<file path="config.mk">
export PLATFORM = sky130hd
export DESIGN_NAME = anchor_sequencer
export DESIGN_NICKNAME = d
export VERILOG_FILES = /design/src/rtl/edge_pkg.sv /design/src/rtl/flex_counter.sv /design/src/rtl/anchor_sequencer.sv
export SDC_FILE = /design/constraint.sdc
export NUM_CORES = 1
export LEC_CHECK = 0
export CAP_MARGIN = 5
export CORE_MARGIN = 2
export CORE_UTILIZATION = 50
export CTS_CLUSTER_DIAMETER = 50
export DETAILED_ROUTE_END_ITERATION = 10
export PLACE_DENSITY = 0.8
export SLEW_MARGIN = 20
export SYNTH_ARGS = -nofsm -noshare
export SYNTH_HDL_FRONTEND = slang
export SYNTH_SLANG_ARGS = --single-unit
</file>
<file path="constraint.sdc">
create_clock -name clk -period 3.3 [get_ports clk]
set_input_delay 0.66 -clock clk [delete_from_list [all_inputs] [get_ports clk]]
set_output_delay 0.66 -clock clk [all_outputs]
set_load 0.05 [all_outputs]
</file>
<file path="src/rtl/edge_pkg.sv">
// Shared definitions for the edge-filter pipeline: scheduler state encoding
// and the tile width shared with the blur controller.
package edge_pkg;

  localparam int unsigned TILE_W = 16;

  typedef enum logic [2:0] {
    ST_IDLE    = 3'd0,
    ST_LOAD    = 3'd1,
    ST_MOVE    = 3'd2,
    ST_WAIT    = 3'd3,
    ST_ADVANCE = 3'd4,
    ST_DONE    = 3'd5
  } anchor_state_t;

endpackage

</file>
<file path="src/rtl/flex_counter.sv">
// Up-counter with synchronous clear; returns to zero after reaching
// rollover_val. rollover_flag is decoded from the count register.
module flex_counter #(
  parameter int NUM_CNT_BITS = 32
) (
  input  logic                    clk,
  input  logic                    n_rst,
  input  logic                    clear,
  input  logic                    count_enable,
  input  logic [NUM_CNT_BITS-1:0] rollover_val,
  output logic [NUM_CNT_BITS-1:0] count_out,
  output logic                    rollover_flag
);

  // NOTE: sequential state uses non-blocking assignments so every register
  // samples pre-edge values, independent of block ordering.
  always_ff @(posedge clk or negedge n_rst) begin
    if (!n_rst) begin
      count_out <= '0;
    end else if (clear) begin
      count_out <= '0;
    end else if (count_enable) begin
      count_out <= rollover_flag ? '0 : count_out + 1'b1;
    end
  end

  assign rollover_flag = (count_out == rollover_val);

endmodule

</file>
<file path="src/rtl/anchor_sequencer.sv">
// Frame scheduler: walks the anchor down 16-pixel column strips and sequences
// each tile through load, move and blur. Optional macro ANCHOR_SEQ_PAUSE_EN.
module anchor_sequencer
  import edge_pkg::*;
#(
  parameter int unsigned IMG_W = 640,
  parameter int unsigned IMG_H = 480
) (
  input  logic        clk,
  input  logic        n_rst,
  input  logic        start,
  input  logic        abort,
`ifdef ANCHOR_SEQ_PAUSE_EN
  input  logic        pause,
`endif
  output logic        load_req,
  input  logic        load_done,
  output logic        anchor_moving,
  output logic [31:0] anchor_x,
  output logic [31:0] anchor_y,
  output logic        first_row,
  input  logic        blur_final,
  output logic        busy,
  output logic        frame_done
);

  localparam logic [31:0] ROW_LAST = 32'(IMG_H - 1);
  localparam logic [31:0] COL_LAST = 32'(IMG_W - TILE_W);

  anchor_state_t state, next_state;
  logic          hold;
  logic          frame_start;
  logic          advance_go;
  logic          row_wrap;
  logic          last_tile;

`ifdef ANCHOR_SEQ_PAUSE_EN
  assign hold = pause;
`else
  assign hold = 1'b0;
`endif

  assign frame_start = (state == ST_IDLE) && start && !abort;
  assign advance_go  = (state == ST_ADVANCE) && !hold && !abort;
  assign last_tile   = row_wrap && !(anchor_x < COL_LAST);

  // The last tile must not bump the row counter so coordinates survive DONE.
  flex_counter #(.NUM_CNT_BITS(32)) u_row_counter (
    .clk          (clk),
    .n_rst        (n_rst),
    .clear        (frame_start || abort),
    .count_enable (advance_go && !last_tile),
    .rollover_val (ROW_LAST),
    .count_out    (anchor_y),
    .rollover_flag(row_wrap)
  );

  always_ff @(posedge clk or negedge n_rst) begin
    if (!n_rst) begin
      anchor_x <= '0;
    end else if (abort || frame_start) begin
      anchor_x <= '0;
    end else if (advance_go && row_wrap && !last_tile) begin
      anchor_x <= anchor_x + 32'(TILE_W);
    end
  end

  always_ff @(posedge clk or negedge n_rst) begin
    if (!n_rst) state <= ST_IDLE;
    else        state <= next_state;
  end

  // NOTE: next_state is defaulted before the case so no path leaves it
  // unassigned, which would otherwise infer a latch.
  always_comb begin
    next_state = state;
    if (abort) begin
      next_state = ST_IDLE;
    end else begin
      unique case (state)
        ST_IDLE:    if (start) next_state = ST_LOAD;
        ST_LOAD:    if (load_done) next_state = ST_MOVE;
        ST_MOVE:    next_state = ST_WAIT;
        ST_WAIT:    if (blur_final) next_state = ST_ADVANCE;
        ST_ADVANCE: if (!hold) next_state = last_tile ? ST_DONE : ST_LOAD;
        ST_DONE:    next_state = ST_IDLE;
        default:    next_state = ST_IDLE;
      endcase
    end
  end

  assign load_req      = (state == ST_LOAD);
  assign anchor_moving = (state == ST_MOVE);
  assign busy          = (state != ST_IDLE);
  assign frame_done    = (state == ST_DONE);
  assign first_row     = (anchor_y == '0);

endmodule

</file>
==> metrics.txt <==
Ports=75; DIE WIDTH=about 84 um; largest fanout on the critical path=6; post-synthesis instance total=321; Max-Cap Viols=0; CP top delay family=simple AND/OR/NAND/NOR gates; Initial Utilization=0.510; Post-synth top flop=dfrtp_1; Mapped Area=0.00320 mm^2; Netlist cell types=50; vias in the first global route=approximately 2600; Worst Hold Class=input port to asynchronous set/reset pin; area of the die=slightly above 0.007 mm^2; Clock Skew=~0.011 ns; GRT overflow=0; layout cells sized above 1=0.0775; first-pass GRT wire length=around 13000 um; Synth Area per Inst=approximately 10 um^2; yosys warns=0; top cell type's share of synthesized area=0.493; CP Data Required Time=~2.6 ns; Leak=between 1.5 and 2 nW; Fin. Hold Viols=0; Seq cells post-synth=63; Sum Neg Setup Slack=0 ns; gr usage total=0.230; # clock sinks=63; clock latency on the worst-skew pair=approximately 0.34 ns; CP Cell Sequence=nor4_1, nand4_1, nor3_1, dlymetal6s2s_1; Area growth syn-to-layout=30.3%; Final setup viols=0; worst setup path class=flip-flop to output pin; H-tree depth=3; top post-synthesis cells by area=dfrtp_1 49%, and2_1 4.7%, xor2_1 3.8%, nor2_1 3.8%, nand2_1 2.9%; sequential share of the synthesized area=0.493; leading cell type in the layout, fill and taps excluded=clkdlybuf4s50_1; RSZ-0062 raised after global routing=false; # placed instances=461; failing checks=DRC; GPL Wtd Cong=~0.87; Worst-Margin Slew=between 0.9 and 1 ns; FP Rows=29; Port Buf Inserts=70; Layout Nets=404; EDFF count, synth=0; final period utilization=0.864; clk buf depth=2; asr flop ratio synth=1.00; PD cells=between 300 and 400 mW/mm^2; Slew Viols, Final=0; dpl hpwl=around 5500 um; die span in y=around 84 um; DR pass1 iterations=7; CP Capture Type=output pin; antenna violations before repair=0; fillers=500; WL final=just under 8000 um; core area=around 0.0063 mm^2; Worst Path Arrival=2.19 ns; highest clock rate=351 MHz; cell type with the largest total area after synthesis=dfrtp_1; crit start category=flip-flop; CTS tree=yes; Finished Layout Cells=about 480; status=complete, but fails checks; leading cell types in the layout, fill and taps excluded=68 x clkdlybuf4s50_1, 63 x dfrtp_1, 32 x nor2_1, 25 x nand2_1, 24 x and2_1; CP max stage delay=0.46 ns; antenna cells=0; hold-fix buffers at CTS=0; initial DRC count=roughly 230; vias per cell=roughly 5.7; CTS buffer count=9; Worst path slowest cell=dlymetal6s2s_1; DRC viols=1; Routed wire per std cell=about 16 um; Worst-path clk slew=approximately 0.070 ns; Slew headroom=0.374; largest net degree at the start of global routing=40; Antenna Nets Post-Route=0; Critical path buffers and inverters=1; Root Buffer=clkbuf_8; min Tclk post-route=~2.9 ns; maximum vdd drop=approximately 0.00028 V; via count=roughly 2700
## cell families after synthesis
kind of cell | share of synthesized area
AO/OA/AOI/OAI | 0.111
buffers and inverters | 0.0371
XOR/XNOR | 0.0602
other | 0.00117
AND/OR/NAND/NOR | 0.279
adder cells (fa/ha/maj) | 0.0117
flip-flops | 0.493
multiplexers | 0.00665
## Yosys cell counts (all sizes together) (7+ instances only)
cell type,number
nor2,32
clkbuf,9
nand4,7
nand3,17
and2,24
nor4,12
xor2,14
buf,8
a21oi,13
xnor2,8
and4,7
o21ai,9
nand2,25
and3,9
dfrtp,63
nor3,9
## metal layers
layer,share of wire,up-vias,global-route usage
met1,0.47,1345,0.344
met4,0.013,0,0.0718
met3,0.039,9,0.0425
met5,0,-,0
met2,0.47,69,0.342
li1,-,1295,-
## stage by stage
step	area (um^2)	power (mW)	util	hold WS (ns)	setup WS [ns]
after global routing	4170	1.69	0.665	0.501	0.285
final	4170	1.63	0.665	0.439	0.450
after CTS	4170	1.64	0.664	0.465	0.0449
after detailed placement	3960	0.933	0.631	0.495	0.423
after global placement	3960	0.931	0.631	0.495	0.456
after floorplan	3210	0.883	-	0.364	0.409
## layout make-up
class | instances | area, um^2 | area share
multi-input cells | 238 | 1520 | 0.364
repair buffers | 77 | 751 | 0.180
inverters | 6 | 22.5 | 0.00540
well taps | 77 | 96.3 | 0.0231
clock buffers | 12 | 135 | 0.0324
clock inverters | 4 | 70.1 | 0.0168
flip-flops and latches | 63 | 1580 | 0.378
## registers in the layout, summed over array words and instances (netlist names)
name,flops
u_row_counter.count_out,32
anchor_x,28
state,3
## where the power goes
part | switching (mW) | internal, mW
Sequential | 0.0108 | 0.775
Combinational | 0.0946 | 0.0370
Clock | 0.291 | 0.424
Total | 0.396 | 1.24
## timing repair
item	4_1_cts	5_1_grt
setup endpoints to repair	0	1
gates resized for setup	0	1
setup buffers	0	0
## worst paths after layout
check                                            start      endpoint  slack [ns]  depth (start not counted)
min in group clk                          anchor_x[15]  anchor_x[15]        0.51                          1
max reg2reg                                anchor_x[4]   anchor_x[8]        0.67                          7
min                                              n_rst  anchor_x[13]        0.44                          1
max in group asynchronous                        n_rst  anchor_x[10]        2.14                          2
max                        u_row_counter.count_out[17]     first_row        0.45                          4
min reg2reg                               anchor_x[15]  anchor_x[15]        0.51                          1
(Power assumes the default switching activity.)
